--- config.mk ---
export PLATFORM = sky130hd
export DESIGN_NAME = rom_burst_arbiter
export DESIGN_NICKNAME = d
export VERILOG_FILES = /design/src/rtl/rom_ctrl_pkg.sv /design/src/rtl/rom_rr_arb2.sv /design/src/rtl/rom_burst_arbiter.sv
export SDC_FILE = /design/constraint.sdc
export NUM_CORES = 1
export LEC_CHECK = 0
export CORE_ASPECT_RATIO = 1.1
export CORE_UTILIZATION = 40
export DETAILED_ROUTE_END_ITERATION = 16
export PLACE_DENSITY = 0.79
export SLEW_MARGIN = 20
export SYNTH_ARGS = -nofsm -noshare
export SYNTH_HDL_FRONTEND = slang
export SYNTH_SLANG_ARGS = --single-unit
--- constraint.sdc ---
create_clock -name CLK_I -period 1.7 [get_ports CLK_I]
set_input_delay 0.17 -clock CLK_I [delete_from_list [all_inputs] [get_ports CLK_I]]
set_output_delay 0.17 -clock CLK_I [all_outputs]
set_load 0.01 [all_outputs]
--- src/rtl/rom_ctrl_pkg.sv ---
// Shared types and default widths for the ROM burst arbiter and its
// round-robin sub-arbiter.
package rom_ctrl_pkg;

    localparam int DEF_DATA_WIDTH = 8;
    localparam int DEF_ADDR_WIDTH = 8;
    localparam int DEF_LEN_WIDTH  = 4;
    localparam int DEF_ROM_LAT    = 2;

    typedef enum logic {
        IDLE  = 1'b0,
        ISSUE = 1'b1
    } state_t;

    // One entry per issued read, travelling alongside the ROM latency.
    typedef struct packed {
        logic valid;
        logic id;
        logic last;
    } rsp_t;

endpackage

--- src/rtl/rom_rr_arb2.sv ---
// Two-way round-robin arbiter: a lone request always wins, and on a tie the
// pointer decides. The pointer then moves to the loser.
module rom_rr_arb2 (
    input  logic       clk_i,
    input  logic       rst_i,
    input  logic       en_i,
    input  logic [1:0] req_i,
    output logic [1:0] gnt_o
);

    logic ptr_q, ptr_d;

    always_comb begin
        gnt_o = 2'b00;
        if (en_i) begin
            case (req_i)
                2'b01:   gnt_o = 2'b01;
                2'b10:   gnt_o = 2'b10;
                2'b11:   gnt_o = ptr_q ? 2'b10 : 2'b01;
                default: gnt_o = 2'b00;
            endcase
        end
    end

    always_comb begin
        ptr_d = ptr_q;
        if (gnt_o[0]) begin
            ptr_d = 1'b1;
        end else if (gnt_o[1]) begin
            ptr_d = 1'b0;
        end
    end

    always_ff @(posedge clk_i) begin
        if (rst_i) begin
            ptr_q <= 1'b0;
        end else begin
            ptr_q <= ptr_d;
        end
    end

endmodule

--- src/rtl/rom_burst_arbiter.sv ---
// Arbitrates two burst requesters onto a fixed-latency ROM and returns the
// read data tagged with requester id and end-of-burst marker.
module rom_burst_arbiter
    import rom_ctrl_pkg::*;
#(
    parameter int DATA_WIDTH = DEF_DATA_WIDTH,
    parameter int ADDR_WIDTH = DEF_ADDR_WIDTH,
    parameter int LEN_WIDTH  = DEF_LEN_WIDTH,
    parameter int ROM_LAT    = DEF_ROM_LAT
) (
    input  logic                  CLK_I,
    input  logic                  RST_I,
    input  logic [1:0]            REQ_I,
    input  logic [ADDR_WIDTH-1:0] ADDR0_I,
    input  logic [ADDR_WIDTH-1:0] ADDR1_I,
    input  logic [LEN_WIDTH-1:0]  LEN0_I,
    input  logic [LEN_WIDTH-1:0]  LEN1_I,
    output logic [1:0]            GNT_O,
    output logic                  ROM_RE_O,
    output logic [ADDR_WIDTH-1:0] ROM_ADDR_O,
    input  logic [DATA_WIDTH-1:0] ROM_DATA_I,
    output logic                  RD_VALID_O,
    output logic [DATA_WIDTH-1:0] RD_DATA_O,
    output logic                  RD_ID_O,
    output logic                  RD_LAST_O,
    output logic                  BUSY_O
);

    state_t                state_q, state_d;
    logic [ADDR_WIDTH-1:0] addr_q, addr_d;
    logic [LEN_WIDTH-1:0]  cnt_q, cnt_d;
    logic                  id_q, id_d;
    logic [1:0]            gnt;
    logic                  arbEn;
    logic                  issue;
    logic                  lastIssue;
    logic                  pipeBusy;
    rsp_t                  issueRsp;
    rsp_t                  pipe_q [ROM_LAT];

    // Grants are only offered in IDLE and never while reset is being applied.
    assign arbEn = (state_q == IDLE) && !RST_I;

    rom_rr_arb2 uArb (
        .clk_i (CLK_I),
        .rst_i (RST_I),
        .en_i  (arbEn),
        .req_i (REQ_I),
        .gnt_o (gnt)
    );

    always_ff @(posedge CLK_I) begin
        if (RST_I) begin
            state_q <= IDLE;
        end else begin
            state_q <= state_d;
        end
    end

    always_comb begin
        state_d = state_q;
        case (state_q)
            IDLE:    if (gnt != 2'b00) state_d = ISSUE;
            ISSUE:   if (cnt_q == '0) state_d = IDLE;
            default: state_d = IDLE;
        endcase
    end

    always_comb begin
        issue      = (state_q == ISSUE);
        lastIssue  = issue && (cnt_q == '0);
        GNT_O      = gnt;
        ROM_RE_O   = issue;
        ROM_ADDR_O = addr_q;
        issueRsp   = '{valid: issue, id: issue & id_q, last: lastIssue};
    end

    // The address is left untouched on the final issue so it holds while idle.
    always_comb begin
        addr_d = addr_q;
        cnt_d  = cnt_q;
        id_d   = id_q;
        if (gnt[0]) begin
            addr_d = ADDR0_I;
            cnt_d  = LEN0_I;
            id_d   = 1'b0;
        end else if (gnt[1]) begin
            addr_d = ADDR1_I;
            cnt_d  = LEN1_I;
            id_d   = 1'b1;
        end else if (issue && !lastIssue) begin
            addr_d = addr_q + ADDR_WIDTH'(1);
            cnt_d  = cnt_q - LEN_WIDTH'(1);
        end
    end

    always_ff @(posedge CLK_I) begin
        if (RST_I) begin
            addr_q <= '0;
            cnt_q  <= '0;
            id_q   <= 1'b0;
        end else begin
            addr_q <= addr_d;
            cnt_q  <= cnt_d;
            id_q   <= id_d;
        end
    end

    always_ff @(posedge CLK_I) begin
        if (RST_I) begin
            for (int i = 0; i < ROM_LAT; i++) pipe_q[i] <= '0;
        end else begin
            pipe_q[0] <= issueRsp;
            for (int i = 1; i < ROM_LAT; i++) pipe_q[i] <= pipe_q[i-1];
        end
    end

    always_comb begin
        pipeBusy = 1'b0;
        for (int i = 0; i < ROM_LAT; i++) pipeBusy = pipeBusy | pipe_q[i].valid;
        BUSY_O     = issue || pipeBusy;
        RD_VALID_O = pipe_q[ROM_LAT-1].valid;
        RD_ID_O    = pipe_q[ROM_LAT-1].id;
        RD_LAST_O  = pipe_q[ROM_LAT-1].last;
        RD_DATA_O  = pipe_q[ROM_LAT-1].valid ? ROM_DATA_I : '0;
    end

endmodule

* Word-level counts from Yosys, hierarchy flattened
Memories as Yosys holds them, arrays and structs flattened. Cells that the tools add are included.
Storage, ports and cells: bits in registers 15, latch bits 0, memory bits (writable) 6, memory bits (read-only) 0, bits of input ports 36, word-level logic and storage cells 46, memories kept 1
Cells by class: $add $sub $neg 2, $mul 0, divide/modulo/power cells 0, $lt $le $gt $ge 0, equal/unequal tests 3, shift-type cells 0, mux-type cells 20, bitwise operators 5, reduce and logical (&&, ||, !) cells 10
Memories:
- pipe_q | depth 2, bits a word 3, read ports 2, clocked after Yosys merged registers in 0, wr ports 2, line rom_burst_arbiter.sv:39 | rsp_t pipe_q [ROM_LAT];
Operators with widths (count):
- two-way mux 8 bit | 4
- two-way mux 4 bit | 3
- adder 8 x 1 -> 8 bit, second input constant | 1
- two-way mux 1 bit | 7
- two-way mux 3 bit | 2
- case mux 2 bit (3 select lines) | 1
- equality test 2 bit, second input constant | 2
- zero test 4 bit | 1
- two-way mux 2 bit | 2
- subtractor 4 x 1 -> 4 bit, second input constant | 1
- logical AND 1 bit | 3
- OR 1 bit | 3
- nonzero test 3 bit | 1
- equality test 2 x 1 -> 1 bit, second input constant | 1
- zero test 1 bit | 2
- case mux 1 bit (2 select lines) | 1
- nonzero test 2 bit | 1
- OR reduction 2 bit | 1
- bitwise AND 1 bit | 1
- logical OR 1 bit | 1
- inverter 1 bit | 1

* Longest topological paths before layout
Gate-level depths: netlist of run 1.
depth after elaboration 7, gate-level depth with buffers 8

* By module
Synthesis of run 1 repeated with hierarchy kept, for this count alone.
Second synthesis, totals: cell total of the unflattened synthesis 150, area, all modules 1262.5 um^2
By module, submodules not included:
- rom_burst_arbiter | times used 1, cells each 141, area each 1199.9 um^2, seq. area each 400.4 um^2
- rom_rr_arb2 | times used 1, cells each 9, area each 62.6 um^2, seq. area each 20.0 um^2

* Worst setup path after synthesis of run 1
OpenSTA, ideal clock, no wires.
path type register to register, from register cnt_q[0], to register cnt_q[0], setup time 0.134 ns, arrival 1.431 ns, required time 1.566 ns, setup slack 0.135 ns, stages on the path, launching flop included 9, buffers on the path 1, period minus slack after synthesis 1.565 ns, cells stage by stage dfxtp_1 -> inv_1 -> ha_1 -> or3b_1 -> nand2_1 -> nand3_1 -> buf_6 -> o211ai_1 -> a21oi_1
Between the ends: cells in the longest elaborated chain, start to end 5, elaborated cells between the ends (all ways) 9
Ends and longest elaborated chain:
- from (decl) | line rom_burst_arbiter.sv:31 | logic [LEN_WIDTH-1:0] cnt_q, cnt_d;
- from (signal assigned) | line rom_burst_arbiter.sv:104 | cnt_q <= cnt_d;
- parallel branches: the longest is 5 deep, another holds subtractor 4 x 1 -> 4 bit
Several ways; the timed one is not identified. The select of a mux whose other input is x is not followed. A chain may end at the register's enable or synchronous reset.

* Final worst setup path of run 1
Ends and elaborated chain as after synthesis.

==> out/qor.txt, run 1 <==
outcome = completed
post-synth cell types = 38
Max Freq = 616 MHz
Pwr Density = 785 nW/µm²
Routability Congestion = 0.899
Num CTS Buffers = 3
vias in the first global route = 1299
# setup viols final = 0
nets = 269
EDFF count, synth = 0
Port Buffers = 58
Primary FF master, synth = dfxtp_1
die span in y = 59.7 µm
cells along the critical path = inv_1, ha_1, or3b_4, nand2_2, and3_4, buf_4, nand2_1, a21oi_1
Hold Fails Final Rpt = 0
Initial DRC Count = 16
Synth Net Count = 188
Worst setup SP type = register
Routed WL = 3650 µm
RSZ-0062 raised after global routing = no
max incr delay on CP = 0.38 ns
Crit path arrival time = 1.87 ns
Root Buffer = clkbuf_4
Post-Synth XOR/XNOR Area = 0.0578
Synth Register Bits = 21
WS Path Type = register to register
die area = 3260 µm²
antenna cells = 0
LEAKAGE = 0.830 nW
CTS tree = built
Slew HR = 0.856
largest net degree at the start of global routing = 15
Skew-Pair Late Insertion Delay = 0.31 ns
H-tree depth = 1
DR WL/cell = 13.9 µm
most common cell after layout, fill and taps aside = clkdlybuf4s50_1
die width = 54.5 µm
Psw = 527 µW
fraction of registers with async set/reset = 0
fin cells = 262
Slew @ Worst Pin = 0.213 ns
global-route wire length before repair = 5530 µm
DRC Markers = 0
Int Power = 1.08 mW
commonest cells after routing, fill and taps aside = clkdlybuf4s50_1 (54), buf_4 (25), nand2_1 (20), dfxtp_1 (19), nor2_1 (14)
Fill cells = 228
fin. max-slew vios = 0
global route total overflow = 0
post-route ant nets = 0
CTS Buffer Depth = 2
Simple-Gate Fraction of Synth Area = 0.293
Synth Area in Compound Gates = 0.204
largest family of logic cells by synthesized area = simple AND/OR/NAND/NOR gates
dpl cells = 256
worst hold path type = input port to register
register share of total power = 0.385
adder-cell share of the synthesized area = 0.0310
Sw Share = 0.329
Clk pwr share = 0.156
Final period util = 0.954
CP max FO = 7
crit end category = register
Peak VDD IR = 550 µV
Synth Cell Area = 1210 µm²
Synth Instances = 149
Min Hold Slack = 0.420 ns
Starting Density = 0.429
Crit path required time = 1.95 ns
max cap viols = 0
Yosys warning count = 0
sequential area share after synthesis = 0.347
initial antenna violation count = 0
1st-pass router iterations = 4
final worst path period need = 1.62 ns
Logic pwr share = 0.459
Clock transition at path regs = 0.12 ns
Critical-path top delay cell = or3b_4
vias after detailed routing = 1360
layout cells sized above 1 = 0.192
Area growth syn-to-layout = 68.6%
HPWL Detailed = 2800 µm
Avg Vias per Cell = 5.19
global-route usage over all layers = 0.239
core area = 2830 µm²
clk sinks = 21
number of cell rows = 20
IO Count = 59
clk_skew = 0.00178 ns
post-synthesis mux area share = 0.00826
synthesized area per cell = 8.14 µm²
[kinds of logic after synthesis]
kind of cell	count (synthesis)
flops	21
simple gates	70
xor+xnor	8
compound gates	33
buf+inv	13
fa+ha+maj	3
mux	1
[what timing repair did]
item                                    CTS  global route
hold buffers                              0             0
endpoints found under the setup margin    9            16
gates resized for setup                  10             6
setup buffers                             0             2
pin swaps                                 1             1
[registers in the layout, indices dropped and copies added, names as in the netlist]
signal and cells:
cnt_q 4, uArb.ptr_q 1, id_q 1, ROM_ADDR_O 8
pipe_q 6, ROM_RE_O 1
[path summary, 6_finish.rpt]
check | depth (start not counted) | endpoint | start | slack, ns
worst max-delay path | 8 | cnt_q[0] | cnt_q[0] | 0.08
worst min-delay path | 3 | ROM_ADDR_O[4] | ADDR0_I[4] | 0.42
worst max register to register | 8 | cnt_q[0] | cnt_q[0] | 0.08
worst min register to register | 1 | pipe_q[0][4] | pipe_q[0][1] | 0.45
[routing by layer]
| metal | share of wire | global-route usage | wire length [µm] |
|---|---|---|---|
| met5 | 0 | 0 | 0 |
| met4 | 0.022 | 0.121 | 79 |
| met3 | 0.071 | 0.0280 | 261 |
| met2 | 0.53 | 0.453 | 1920 |
| met1 | 0.38 | 0.248 | 1390 |
[power groups by stage]
stage / Clock (mW) / Sequential, mW / Combinational [mW]
after floorplan: 0 / 0.642 / 0.339
after global placement: 0 / 0.625 / 0.680
after detailed placement: 0 / 0.628 / 0.693
after CTS: 0.249 / 0.618 / 0.706
after global routing: 0.274 / 0.628 / 0.797
final: 0.250 / 0.618 / 0.736
[area by class of cell]
cell class              instances  area, µm²  share of cell area
inverters                       5       18.8             0.00918
clock buffers                   4       26.3              0.0129
flip-flops and latches         21        425               0.208
well taps                      33       41.3              0.0202
multi-input cells             115        748               0.366
repair buffers                 84        785               0.384
[worst max-delay path: cells and delay by family (launching register included)]
kind / cells / cell delay [ns]
DFF: 1 / 0.33
and+or+nand+nor: 4 / 0.77
buffers and inverters: 2 / 0.20
adders and majority gates: 1 / 0.14
AOI/OAI and AO/OA: 1 / 0.13
[through the flow]
step                instance area (µm²)  total power, mW   util  setup TNS, ns  setup slack, ns
floorplan                          1210            0.980      -              0            0.135
global placement                   1970             1.30  0.698          -1.01           -0.111
finish                             2040             1.60  0.723              0           0.0776
detailed placement                 1970             1.32  0.698          -1.65           -0.176
CTS                                2010             1.57  0.712              0           0.0399
global route                       2040             1.70  0.723              0           0.0162
[cell usage after synthesis (2+ instances only)]
cell type	number	area, µm²
xnor2_1	5	43.8
nand3_1	8	40.0
a211oi_1	2	15.0
xor2_1	3	26.3
inv_1	4	15.0
nor2b_1	6	37.5
buf_6	2	22.5
o211ai_1	10	75.1
nand2_1	21	78.8
ha_1	3	37.5
nand2b_1	2	12.5
a311oi_1	5	43.8
a21oi_1	5	25.0
nor3_1	3	15.0
buf_2	3	15.0
nor2_1	15	56.3
o21ai_0	3	15.0
dfxtp_1	21	420
and2_1	9	56.3
Note: power is estimated with default switching activity, not from simulation.
==> run 2, diff against run 1 <==
--- a/config.mk
+++ b/config.mk
@@ -9,6 +9,7 @@
 export CORE_UTILIZATION = 40
 export DETAILED_ROUTE_END_ITERATION = 16
 export PLACE_DENSITY = 0.79
+export SKIP_CTS_REPAIR_TIMING = 1
 export SLEW_MARGIN = 20
 export SYNTH_ARGS = -nofsm -noshare
 export SYNTH_HDL_FRONTEND = slang
==> run 2 against run 1 <==
Compared with the run above: setup slack worse by 0.029 ns; hold slack got worse by 0.073 ns; clock power hardly changed; count of clock-buffer cells in the layout is the same; die area is the same; clock skew barely moved; critical path depth unchanged; critical path type unchanged.
==> out/qor.txt, run 2 (same netlist as run 1, synthesis figures left out) <==
outcome = completed
Fin Setup TNS = 0 ns (unchanged)
Pwr Density = 782 nW/µm² (-0.29%)
Clock transition at path regs = 0.12 ns (about the same)
DRC Markers = 0 (unchanged)
most common cell after layout, fill and taps aside = clkdlybuf4s50_1
vias in the first global route = 1288 (-0.85%)
RSZ-0062 raised after global routing = yes
Final Util = 0.723 (about the same)
area of the multi-input gates = 743 µm² (-0.67%)
CTS tree = built
worst r2r src = cnt_q[0]
Hold Fails Final Rpt = 0 (unchanged)
pre-CTS setup slack = -0.176 ns (unchanged)
Avg Vias per Cell = 5.21 (+0.38%)
nets = 268 (-0.37%)
max cap viols = 0 (unchanged)
Fill cells = 222 (-2.6%)
post-route ant nets = 0 (unchanged)
clk sinks = 21 (unchanged)
register area = 423 µm² (-0.59%)
hold path startpoint = RST_I
CP startpoint = cnt_q[0]
worst hold path type = input port to register
setup ws final = 0.0482 ns (-0.0293 ns)
crit end category = register
Slew HR = 0.841 (-0.0153)
Root Buffer = clkbuf_4
HPWL Detailed = 2800 µm (unchanged)
IO Count = 59 (unchanged)
commonest cells after routing, fill and taps aside = clkdlybuf4s50_1 (54), buf_4 (24), nand2_1 (20), dfxtp_1 (19), nor2_1 (14)
final worst path period need = 1.65 ns (+0.0293 ns)
Min Hold Slack = 0.347 ns (-0.0733 ns)
die area = 3260 µm² (unchanged)
die span in y = 59.7 µm (unchanged)
largest net degree at the start of global routing = 15 (unchanged)
Port Buffers = 58 (unchanged)
layout cells sized above 1 = 0.184 (-0.00793)
LEAKAGE = 0.867 nW (+4.6%)
max reg flops = 8 (unchanged)
Final period util = 0.972 (+0.0173)
Initial DRC Count = 27 (+11)
antenna cells = 0 (unchanged)
global-route wire length before repair = 5480 µm (-0.87%)
Peak VDD IR = 536 µV (-2.6%)
number of cell rows = 20 (unchanged)
Routed WL = 3650 µm (about the same)
Starting Density = 0.429 (unchanged)
Routability Congestion = 0.899 (unchanged)
WS Path Type = register to register
# setup viols final = 0 (unchanged)
Worst setup SP type = register
CP max FO = 8 (+1)
Max Freq = 605 MHz (-1.8%)
CTS Buffer Depth = 2 (unchanged)
die width = 54.5 µm (unchanged)
global route total overflow = 0 (unchanged)
initial antenna violation count = 0 (unchanged)
vias after detailed routing = 1360 (unchanged)
Num CTS Buffers = 3 (unchanged)
fin. max-slew vios = 0 (unchanged)
Area growth syn-to-layout = 68.5% (about the same)
Crit path arrival time = 1.90 ns (+0.03 ns)
DR WL/cell = 14.0 µm (+0.30%)
Slew @ Worst Pin = 0.238 ns (+0.0248 ns)
Crit path required time = 1.95 ns (about the same)
Skew-Pair Late Insertion Delay = 0.31 ns (about the same)
global-route usage over all layers = 0.237 (-0.00257)
core area = 2830 µm² (unchanged)
H-tree depth = 1 (unchanged)
1st-pass router iterations = 4 (unchanged)
clk_skew = 0.00149 ns (-0.000283 ns)
[run 2: changes by cell type in the layout (fill, tap and decap cells not counted), sizes merged]
cell,previous run,this run
buf,26,25
clkdlybuf4s15,1,0
dlygate4sd2,3,0
dlymetal6s2s,0,4
[run 2: worst paths after layout]
check / to / slack, ns / cells past startpoint
worst max-delay path: cnt_q[0] / 0.05 / 8
worst min register to register: pipe_q[0][4] / 0.45 / 1
worst max register to register: cnt_q[0] / 0.05 / 8
worst min-delay path: pipe_q[0][5] / 0.35 / 3
[run 2: power breakdown]
group	total (mW)	internal [mW]	switching, mW
registers	0.620	0.556	0.0637
clock network	0.249	0.0917	0.157
logic	0.730	0.424	0.306
[run 2: through the flow]
stage | total power [mW] | area (µm²) | cells
floorplan | 0.980 | 1210 | 149
global placement | 1.30 | 1970 | 256
detailed placement | 1.32 | 1970 | 256
CTS | 1.57 | 2000 | 260
global route | 1.69 | 2040 | 261
finish | 1.60 | 2040 | 261
[run 2: final cells by class]
type / count / area share
Clock buffer: 4 / 0.0129
Inverter: 5 / 0.00919
Multi-Input combinational cell: 115 / 0.364
Sequential cell: 21 / 0.207
Tap cell: 33 / 0.0202
Timing Repair Buffer: 83 / 0.387
[run 2: layer usage]
metal | GRT usage | vias up | share of wire
met2 | 0.451 | 58 | 0.53
met3 | 0.0305 | 7 | 0.072
met1 | 0.245 | 622 | 0.38
met4 | 0.110 | 0 | 0.020
li1 | - | 673 | -
met5 | 0 | - | 0
[run 2: critical path, stage by stage (launching register included)]
cell	delay, ns
dfxtp_1	0.33
inv_1	0.07
ha_1	0.14
or3b_4	0.38
nand2_2	0.10
and3_4	0.25
buf_4	0.14
nand2_1	0.06
a21oi_1	0.13
==> run 3, diff against run 2 <==
--- a/config.mk
+++ b/config.mk
@@ -5,7 +5,7 @@
 export SDC_FILE = /design/constraint.sdc
 export NUM_CORES = 1
 export LEC_CHECK = 0
-export CORE_ASPECT_RATIO = 1.1
+export CORE_ASPECT_RATIO = 0.8
 export CORE_UTILIZATION = 40
 export DETAILED_ROUTE_END_ITERATION = 16
 export PLACE_DENSITY = 0.79
==> run 3 against run 2 <==
Compared with the run above: global-route usage up 0.22 points; cell count rose by 2.3%; count of clock-buffer cells in the layout fell by 1; sequential power is 0.8% higher; clock skew rose by 0.0023 ns; setup slack improved by 0.022 ns; routed wire length increased by 1.6%; power up 6.8%; non-clock buffer count rose by 1; maximum frequency rose by 1.4%.
==> out/qor.txt, run 3 (same netlist as run 1, synthesis figures left out) <==
outcome = completed
Psw = 550 µW (+4.5%)
die width = 63.6 µm (+17%)
global-route wire length before repair = 5990 µm (+9.3%)
total design power = 1.71 mW (+6.8%)
Num CTS Buffers = 3 (unchanged)
max reg flops = 8 (unchanged)
worst hold path type = input port to register
Crit path required time = 1.88 ns (-0.07 ns)
die area = 3260 µm² (about the same)
nets = 269 (+0.37%)
Port Buffers = 58 (unchanged)
crit end category = register
post-route ant nets = 0 (unchanged)
Sw Share = 0.322 (-0.00720)
Slew HR = 0.838 (-0.00352)
LEAKAGE = 0.891 nW (+2.7%)
Max Freq = 614 MHz (+1.4%)
Skew-Pair Late Insertion Delay = 0.26 ns (-0.05 ns)
# setup viols final = 0 (unchanged)
DRC Markers = 0 (unchanged)
1st-pass router iterations = 4 (unchanged)
Hold Fails Final Rpt = 0 (unchanged)
max cap viols = 0 (unchanged)
CTS Buffer Depth = 2 (unchanged)
Routed WL = 3710 µm (+1.6%)
Avg Vias per Cell = 5.14 (-1.3%)
Pwr Density = 812 nW/µm² (+3.8%)
H-tree depth = 1 (unchanged)
vias after detailed routing = 1373 (+0.96%)
max incr delay on CP = 0.39 ns (about the same)
register area = 424 µm² (+0.30%)
clk sinks = 21 (unchanged)
RSZ-0062 raised after global routing = yes
Crit path arrival time = 1.81 ns (-0.09 ns)
largest net degree at the start of global routing = 16 (+1)
Logic pwr share = 0.438 (-0.019)
vias in the first global route = 1262 (-2.0%)
commonest cells after routing, fill and taps aside = clkdlybuf4s50_1 (53), buf_4 (25), nand2_1 (19), dfxtp_1 (18), nor2_1 (12)
Initial DRC Count = 100 (+270%)
cells along the critical path = inv_2, ha_1, or3b_4, nand2_2, and3_4, a21oi_1, a211oi_1
Worst setup SP type = register
final worst path period need = 1.63 ns (-0.0222 ns)
WS Path Type = register to register
global route total overflow = 0 (unchanged)
CP max FO = 10 (+2)
Clock transition at path regs = 0.08 ns (-0.04 ns)
most common cell after layout, fill and taps aside = clkdlybuf4s50_1
global-route usage over all layers = 0.239 (+0.00215)
Int Power = 1.16 mW (+7.9%)
register share of total power = 0.366 (-0.022)
HPWL Detailed = 2860 µm (+2.0%)
CTS tree = built
antenna cells = 0 (unchanged)
Area growth syn-to-layout = 73.4%
IO Count = 59 (unchanged)
Clk pwr share = 0.196 (+0.040)
Starting Density = 0.432 (+0.00306)
area of the multi-input gates = 764 µm² (+2.9%)
fin. max-slew vios = 0 (unchanged)
Root Buffer = clkbuf_8
Final period util = 0.959 (-0.0130)
Slew @ Worst Pin = 0.242 ns (+0.00381 ns)
die span in y = 51.2 µm (-14%)
core area = 2810 µm² (-0.71%)
Fin Setup TNS = 0 ns (unchanged)
DR WL/cell = 13.9 µm (-0.64%)
Critical-path top delay cell = or3b_4
Routability Congestion = 0.879 (-2.2%)
clk_skew = 0.00374 ns (+0.00225 ns)
number of cell rows = 17 (-15%)
Peak VDD IR = 485 µV (-9.5%)
layout cells sized above 1 = 0.227 (+0.0429)
initial antenna violation count = 0 (unchanged)
Fill cells = 214 (-3.6%)
==> run 3: final cells by class <==
cell class,count,share of cell area
clock buffer,3,0.0196
multi-input combinational,115,0.364
tap,38,0.0226
inverter,5,0.00893
timing repair buffer,84,0.381
sequential,21,0.202
clock inverter,1,0.00238
==> run 3: critical path, delay by kind of cell, from the launching register on <==
family,cells,cell delay [ns]
AND/OR/NAND/NOR,3,0.74
flip-flops,1,0.33
buffers and inverters,1,0.06
AO/OA/AOI/OAI,2,0.28
adder cells (fa/ha/maj),1,0.14
==> run 3: through the flow <==
stage               hold slack (ns)   util  setup WS [ns]  area, µm²  std cells
CTS                           0.445  0.722         -0.208       2030        265
detailed placement            0.425  0.705         -0.201       1980        261
global route                  0.318  0.749        -0.0168       2100        267
global placement              0.418  0.705         -0.153       1980        261
floorplan                     0.256      -          0.135       1210        149
finish                        0.294  0.749         0.0704       2100        267
==> run 3: final timing paths <==
kind	end	slack, ns	startpoint	cells past startpoint
worst max-delay path	ROM_ADDR_O[7]	0.07	cnt_q[1]	7
worst min-delay path	pipe_q[0][5]	0.29	RST_I	3
worst max register to register	ROM_ADDR_O[7]	0.07	cnt_q[1]	7
worst min register to register	pipe_q[0][4]	0.44	pipe_q[0][1]	1
==> run 3: power groups by stage <==
stage / clock network [mW] / registers [mW] / logic (mW)
6_report: 0.334 / 0.625 / 0.748
2_1_floorplan: 0 / 0.642 / 0.339
3_3_place_gp: 0 / 0.624 / 0.685
4_1_cts: 0.340 / 0.619 / 0.707
5_1_grt: 0.367 / 0.636 / 0.808
3_5_place_dp: 0 / 0.630 / 0.698
==> run 3: layer usage <==
layer	share of wire	vias up	GRT usage	wire length, µm
li1	-	677	-	-
met1	0.44	637	0.299	1620
met2	0.49	51	0.411	1820
met3	0.061	8	0.0558	225
met4	0.013	0	0.0644	47
met5	0	-	0	0
